===== config.mk =====
export PLATFORM = sky130hd
export DESIGN_NAME = video_timing_flat
export DESIGN_NICKNAME = d
export VERILOG_FILES = /design/src/rtl/video_timing_if.sv /design/src/rtl/video_timing.sv /design/src/flat_wrapper.sv
export SDC_FILE = /design/constraint.sdc
export NUM_CORES = 1
export LEC_CHECK = 0
export ABC_CLOCK_PERIOD_IN_PS = 3600
export CAP_MARGIN = 20
export CORE_ASPECT_RATIO = 0.9
export CORE_MARGIN = 3
export CORE_UTILIZATION = 45
export DETAILED_ROUTE_END_ITERATION = 6
export PLACE_DENSITY = 0.69
export SLEW_MARGIN = 20
export SYNTH_ARGS = -nofsm -noshare
export SYNTH_HDL_FRONTEND = slang
export SYNTH_SLANG_ARGS = --single-unit

===== constraint.sdc =====
create_clock -name clk -period 3.6 [get_ports clk]
set_clock_uncertainty 0.15 [all_clocks]
set_input_delay 0.36 -clock clk [delete_from_list [all_inputs] [get_ports clk]]
set_output_delay 0.36 -clock clk [all_outputs]
set_load 0.01 [all_outputs]

===== src/rtl/video_timing_if.sv =====
// rtl/video_timing_if.sv - run request and raster timing outputs of the video timing sequencer
interface video_timing_if;
    logic       enable;
    logic       ce_pix;
    logic [8:0] hcount;
    logic [8:0] vcount;
    logic       HBlank;
    logic       VBlank;
    logic       HSync;
    logic       VSync;
    logic       line_start;
    logic       frame_start;
    logic       running;

    // timing generator side
    modport master (
        input  enable,
        output ce_pix,
        output hcount,
        output vcount,
        output HBlank,
        output VBlank,
        output HSync,
        output VSync,
        output line_start,
        output frame_start,
        output running
    );

    // mixer / pixel source side
    modport slave (
        output enable,
        input  ce_pix,
        input  hcount,
        input  vcount,
        input  HBlank,
        input  VBlank,
        input  HSync,
        input  VSync,
        input  line_start,
        input  frame_start,
        input  running
    );
endinterface


===== src/rtl/video_timing.sv =====
// rtl/video_timing.sv - pixel-clock divider and raster timing sequencer
module video_timing #(
    parameter int CLK_DIV  = 4,
    parameter int H_ACTIVE = 320,
    parameter int H_FP     = 16,
    parameter int H_SYNC   = 32,
    parameter int H_BP     = 32,
    parameter int V_ACTIVE = 240,
    parameter int V_FP     = 4,
    parameter int V_SYNC   = 3,
    parameter int V_BP     = 15,
    parameter bit HS_POL   = 1'b0,
    parameter bit VS_POL   = 1'b0
) (
    input  logic          clk,
    input  logic          reset,
    video_timing_if.master vif
);

    localparam int H_TOTAL = H_ACTIVE + H_FP + H_SYNC + H_BP;
    localparam int V_TOTAL = V_ACTIVE + V_FP + V_SYNC + V_BP;
    localparam int DIV_W   = (CLK_DIV > 1) ? $clog2(CLK_DIV) : 1;

    localparam logic [DIV_W-1:0] DIV_LAST = DIV_W'(CLK_DIV - 1);
    localparam logic [8:0] H_LAST        = 9'(H_TOTAL - 1);
    localparam logic [8:0] V_LAST        = 9'(V_TOTAL - 1);
    localparam logic [8:0] H_BLANK_START = 9'(H_ACTIVE);
    localparam logic [8:0] H_SYNC_START  = 9'(H_ACTIVE + H_FP);
    localparam logic [8:0] H_SYNC_END    = 9'(H_ACTIVE + H_FP + H_SYNC);
    localparam logic [8:0] V_BLANK_START = 9'(V_ACTIVE);
    localparam logic [8:0] V_SYNC_START  = 9'(V_ACTIVE + V_FP);
    localparam logic [8:0] V_SYNC_END    = 9'(V_ACTIVE + V_FP + V_SYNC);
    localparam logic HS_IDLE = ~1'(HS_POL);
    localparam logic VS_IDLE = ~1'(VS_POL);

    typedef enum logic [0:0] {
        IDLE = 1'b0,
        RUN  = 1'b1
    } state_t;

    state_t           state_q, state_d;
    logic [DIV_W-1:0] div_q, div_d;
    logic             armed_q, armed_d;
    logic             ce_q, ce_d;
    logic [8:0]       h_q, h_d;
    logic [8:0]       v_q, v_d;
    logic             hblank_q, hblank_d;
    logic             vblank_q, vblank_d;
    logic             hsync_q, hsync_d;
    logic             vsync_q, vsync_d;
    logic             ls_q, ls_d;
    logic             fs_q, fs_d;
    logic             run_q, run_d;

    logic             advance;
    logic             tick;
    logic             at_origin;
    logic [8:0]       h_new;
    logic [8:0]       v_new;

    // Next-state, divider and next-pixel decode. The edge that leaves IDLE
    // already counts as the first divider step, so the first pixel lands
    // CLK_DIV cycles after enable is sampled (immediately for CLK_DIV=1).
    // armed_q marks that the next presented pixel is the frame origin.
    always_comb begin
        state_d  = state_q;
        div_d    = div_q;
        armed_d  = armed_q;
        ce_d     = 1'b0;
        h_d      = h_q;
        v_d      = v_q;
        hblank_d = hblank_q;
        vblank_d = vblank_q;
        hsync_d  = hsync_q;
        vsync_d  = vsync_q;
        ls_d     = ls_q;
        fs_d     = fs_q;
        run_d    = run_q;

        advance   = (state_q == RUN) || vif.enable;
        tick      = advance && (div_q == DIV_LAST);
        at_origin = armed_q || ((h_q == H_LAST) && (v_q == V_LAST));

        if (armed_q) begin
            h_new = 9'd0;
            v_new = 9'd0;
        end else if (h_q == H_LAST) begin
            h_new = 9'd0;
            v_new = (v_q == V_LAST) ? 9'd0 : v_q + 9'd1;
        end else begin
            h_new = h_q + 9'd1;
            v_new = v_q;
        end

        case (state_q)
            IDLE: begin
                if (vif.enable) begin
                    state_d = RUN;
                    run_d   = 1'b1;
                end
            end
            RUN: begin
                // a stop only takes effect on the wrap into a new frame
                if (tick && at_origin && !vif.enable) begin
                    state_d = IDLE;
                    run_d   = 1'b0;
                end
            end
            default: begin
                state_d = IDLE;
                run_d   = 1'b0;
            end
        endcase

        if (advance) begin
            if (!tick) begin
                div_d = div_q + DIV_W'(1);
            end else if (state_d == IDLE) begin
                div_d    = '0;
                armed_d  = 1'b1;
                h_d      = 9'd0;
                v_d      = 9'd0;
                hblank_d = 1'b1;
                vblank_d = 1'b1;
                hsync_d  = HS_IDLE;
                vsync_d  = VS_IDLE;
                ls_d     = 1'b0;
                fs_d     = 1'b0;
            end else begin
                div_d    = '0;
                armed_d  = 1'b0;
                ce_d     = 1'b1;
                h_d      = h_new;
                v_d      = v_new;
                hblank_d = (h_new >= H_BLANK_START);
                vblank_d = (v_new >= V_BLANK_START);
                hsync_d  = ((h_new >= H_SYNC_START) && (h_new < H_SYNC_END)) ? 1'(HS_POL) : HS_IDLE;
                vsync_d  = ((v_new >= V_SYNC_START) && (v_new < V_SYNC_END)) ? 1'(VS_POL) : VS_IDLE;
                ls_d     = (h_new == 9'd0);
                fs_d     = (h_new == 9'd0) && (v_new == 9'd0);
            end
        end
    end

    // State register
    always_ff @(posedge clk or posedge reset) begin
        if (reset) begin
            state_q <= IDLE;
        end else begin
            state_q <= state_d;
        end
    end

    // Divider, counters and registered raster outputs
    always_ff @(posedge clk or posedge reset) begin
        if (reset) begin
            div_q    <= '0;
            armed_q  <= 1'b1;
            ce_q     <= 1'b0;
            h_q      <= 9'd0;
            v_q      <= 9'd0;
            hblank_q <= 1'b1;
            vblank_q <= 1'b1;
            hsync_q  <= HS_IDLE;
            vsync_q  <= VS_IDLE;
            ls_q     <= 1'b0;
            fs_q     <= 1'b0;
            run_q    <= 1'b0;
        end else begin
            div_q    <= div_d;
            armed_q  <= armed_d;
            ce_q     <= ce_d;
            h_q      <= h_d;
            v_q      <= v_d;
            hblank_q <= hblank_d;
            vblank_q <= vblank_d;
            hsync_q  <= hsync_d;
            vsync_q  <= vsync_d;
            ls_q     <= ls_d;
            fs_q     <= fs_d;
            run_q    <= run_d;
        end
    end

    assign vif.ce_pix      = ce_q;
    assign vif.hcount      = h_q;
    assign vif.vcount      = v_q;
    assign vif.HBlank      = hblank_q;
    assign vif.VBlank      = vblank_q;
    assign vif.HSync       = hsync_q;
    assign vif.VSync       = vsync_q;
    assign vif.line_start  = ls_q;
    assign vif.frame_start = fs_q;
    assign vif.running     = run_q;

endmodule

===== src/flat_wrapper.sv =====
// flat-port wrapper written by rule: the top's interface ports become plain ports
module video_timing_flat 
#(
    parameter int CLK_DIV  = 4,
    parameter int H_ACTIVE = 320,
    parameter int H_FP     = 16,
    parameter int H_SYNC   = 32,
    parameter int H_BP     = 32,
    parameter int V_ACTIVE = 240,
    parameter int V_FP     = 4,
    parameter int V_SYNC   = 3,
    parameter int V_BP     = 15,
    parameter bit HS_POL   = 1'b0,
    parameter bit VS_POL   = 1'b0
)
  (clk, reset, vif_enable, vif_ce_pix, vif_hcount, vif_vcount, vif_HBlank, vif_VBlank, vif_HSync, vif_VSync, vif_line_start, vif_frame_start, vif_running);
  video_timing_if vif_i ();
  input  logic clk;
  input  logic reset;
  input wire logic [$bits(vif_i.enable)-1:0] vif_enable;
  output wire logic [$bits(vif_i.ce_pix)-1:0] vif_ce_pix;
  output wire logic [$bits(vif_i.hcount)-1:0] vif_hcount;
  output wire logic [$bits(vif_i.vcount)-1:0] vif_vcount;
  output wire logic [$bits(vif_i.HBlank)-1:0] vif_HBlank;
  output wire logic [$bits(vif_i.VBlank)-1:0] vif_VBlank;
  output wire logic [$bits(vif_i.HSync)-1:0] vif_HSync;
  output wire logic [$bits(vif_i.VSync)-1:0] vif_VSync;
  output wire logic [$bits(vif_i.line_start)-1:0] vif_line_start;
  output wire logic [$bits(vif_i.frame_start)-1:0] vif_frame_start;
  output wire logic [$bits(vif_i.running)-1:0] vif_running;
  assign vif_i.enable = vif_enable;
  assign vif_ce_pix = vif_i.ce_pix;
  assign vif_hcount = vif_i.hcount;
  assign vif_vcount = vif_i.vcount;
  assign vif_HBlank = vif_i.HBlank;
  assign vif_VBlank = vif_i.VBlank;
  assign vif_HSync = vif_i.HSync;
  assign vif_VSync = vif_i.VSync;
  assign vif_line_start = vif_i.line_start;
  assign vif_frame_start = vif_i.frame_start;
  assign vif_running = vif_i.running;
  video_timing #(.CLK_DIV(CLK_DIV), .H_ACTIVE(H_ACTIVE), .H_FP(H_FP), .H_SYNC(H_SYNC), .H_BP(H_BP), .V_ACTIVE(V_ACTIVE), .V_FP(V_FP), .V_SYNC(V_SYNC), .V_BP(V_BP), .HS_POL(HS_POL), .VS_POL(VS_POL)) u_core (.clk(clk), .reset(reset), .vif(vif_i));
endmodule

==> reports/results.ini <==
[run_status]
status=complete, no violations

[logic_synthesis]
synthArstFlopShare=1.00
synth-adder-area-share=0.0270
syn-num-nets=218
synthesis.instances=211
synth_top_family_by_area=simple AND/OR/NAND/NOR gates
yosys.area_share.simple=0.263
ys_ff_latch=30
ys_types=47
synth-edff-count=0
syn-cell-area_um2=1850
synth_warnings=0
synth_seq_area_share=0.409
muxShareOfSynthArea=0.0297
syn-mean-instance-area_um2=8.78
synth_ff_type=dfrtp_1
synth_compound_area_frac=0.171
synthXorXnorAreaFrac=0.0520

[floorplan]
num_io_pins=29
rows=21
dieArea_um2=4920
floorplan.initialDensity=0.483
design.core.area_um2=3840
die_w_um=73.6
chipHeight_um=66.9

[cts]
cts_sinks=30
clk_pin_slew_ns=0.07
cts_buffers=5
cts_tree=built
cts_max_level=2
worstSkewPairLatency_ns=0.28
cts_root_buf=clkbuf_8
cts_max_path_buffers=2
post_cts.repair.setup_buffers=0
holdBufCountCts=0
ctsResizeCount=0

[timing]
worst_slew_pin_slew_ns=0.536
hold_viol=0
drv_slew=0
setup_tns_ns=0
relSlewSlack=0.641
finalCritPeriodShare=0.726
fin_crit_ns=2.61
max_freq_mhz=382
finalSetupViolations=0
rsz0062_at_grt=false

[min_path]
hp-class=in -> async

[detailed_routing]
drt_wl_total_um=4450
wl_per_cell_um=15.7
drt_first_pass_iters=4
vias=1609
drcViolationCount=0
ant_nets=0
drt_iter0_markers=141
vias_per_cell=5.67

[layout]
syn_to_final_growth_pct=22.3
antenna_cells=0
multi_input_area_um2=1010
nNetsFinal=244
drive_gt1_frac=0.122
seqCellArea_um2=757
fillers=351
stdcell_count=284

[global_route]
antenna_found_initial=0
grt_pass1_vias=1576
grtUsageTotal=0.200
grt_pass1_wl_um=7620
grt.overflow.total=0
grt_max_degree=31

[critical_path]
critical_path_class=reg -> reg
cp-start-kind=flop
required_ns=3.64
arrival_ns=2.65
worstSetupEndpointType=flop
path_max_fanout=8

[place]
dpl.hpwl_um=3080
port_buffers=28
place_inst=276
place.gp.congestion=0.867

[power_and_ir_drop]
ir_drop_mv=0.387
leakage_nw=0.935
p_per_area_nw_per_um2=609

[job]
cap_violations=0

placed cells by master (no fill, tap or decap), types with 2 or more instances in the layout:
cell             instances
nand2_1                 36
clkdlybuf4s50_1         28
dfrtp_1                 25
nand3_1                 13
nor2_1                  12
o21ai_0                 12
nor3_1                  10
a21oi_1                  9
xnor2_1                  8
inv_1                    7
clkbuf_8                 6
nand4_1                  5
o21ai_1                  5
o31ai_1                  5
dfstp_2                  5
mux2_2                   4
ha_1                     4
o22a_1                   3
and3_1                   3
xor2_1                   3
or2_2                    3
buf_4                    3
nor4_2                   2
a21o_1                   2
per-layer routing:
layer	global-route usage	share of wire
met5	0	0
met4	0.0475	0.0074
met3	0.0483	0.043
met2	0.290	0.44
met1	0.295	0.51
state kept, by name, summed over array words and instances (netlist names):
name	flops
u_core.vif.hcount	9
u_core.vif.vcount	9
u_core.div_q	2
u_core.armed_q	1
u_core.state_q	1
u_core.vif.HBlank	1
u_core.vif.HSync	1
u_core.vif.VBlank	1
u_core.vif.VSync	1
u_core.vif.ce_pix	1
u_core.vif.frame_start	1
u_core.vif.line_start	1
u_core.vif.running	1
report_power, final:
group / switching (W) / internal (W)
logic: 0.000264 / 0.000250
registers: 0.0000978 / 0.000419
clock network: 0.000124 / 0.000225
total: 0.000486 / 0.000894
through the flow:
step / cell area (um2) / total power, W / hold slack, ns / setup WS [ns] / util
after global routing: 2270 / 0.00148 / 0.383 / 0.826 / 0.591
after detailed placement: 2150 / 0.00103 / 0.329 / 1.05 / 0.560
after floorplan: 1850 / 0.000824 / 0.297 / 1.27 / -
final: 2270 / 0.00138 / 0.307 / 0.985 / 0.591
after global placement: 2150 / 0.00103 / 0.326 / 1.10 / 0.560
after CTS: 2270 / 0.00139 / 0.316 / 1.03 / 0.591
path summary, 6_finish.rpt:
kind	from	end	slack (ns)	cells past startpoint
worst max register to register	u_core.vif.hcount[1]$_DFFE_PP0P_	u_core.vif.VSync$_DFFE_PP1P_	0.99	7
max in group asynchronous	reset	u_core.armed_q$_DFFE_PP1P_	2.68	3
worst min-delay path	reset	u_core.vif.hcount[8]$_DFFE_PP0P_	0.31	3
worst min register to register	u_core.vif.frame_start$_DFFE_PP0P_	u_core.vif.frame_start$_DFFE_PP0P_	0.34	2
worst max-delay path	u_core.vif.hcount[1]$_DFFE_PP0P_	u_core.vif.VSync$_DFFE_PP1P_	0.99	7
min in group clk	u_core.vif.frame_start$_DFFE_PP0P_	u_core.vif.frame_start$_DFFE_PP0P_	0.34	2
cells in the mapped netlist, drive strengths merged, types with 2 or more instances:
master / n / share of area
buf: 5 / 0.020
nand4: 5 / 0.017
xor2: 3 / 0.014
dfstp: 5 / 0.071
and3: 3 / 0.010
clkbuf: 7 / 0.014
inv: 7 / 0.014
xnor2: 8 / 0.038
o21ai: 17 / 0.046
dfrtp: 25 / 0.34
o31ai: 5 / 0.020
nand3: 13 / 0.035
o22a: 3 / 0.014
a21oi: 9 / 0.024
ha: 4 / 0.027
nor2: 12 / 0.024
mux2: 4 / 0.024
or2: 3 / 0.010
nor4: 4 / 0.028
nand2: 36 / 0.073
a21o: 2 / 0.0081
nor3: 10 / 0.027
cell families (layout without fill, tap and decap cells):
family | after synthesis | in the layout
adder cells (fa/ha/maj) | 4 | 4
flip-flops | 30 | 30
XOR/XNOR | 11 | 11
AND/OR/NAND/NOR | 93 | 93
AO/OA/AOI/OAI | 49 | 49
multiplexers | 5 | 5
buffers and inverters | 19 | 46
final cells by class:
type | count | area share
timing repair buffer | 31 | 0.134
clock buffer | 7 | 0.0381
multi-input combinational | 162 | 0.444
sequential | 30 | 0.334
clock inverter | 1 | 0.0133
tap | 46 | 0.0254
inverter | 7 | 0.0116
critical path: stages, from the launching register on:
cell and delay (ns):
dfrtp_1 0.46, ha_1 0.33, nand4_1 0.40, or3_4 0.52, xnor2_1 0.17, nand2_1 0.09
nor3_1 0.25, a41oi_1 0.15
No activity file was read; power rests on OpenSTA's default activity.
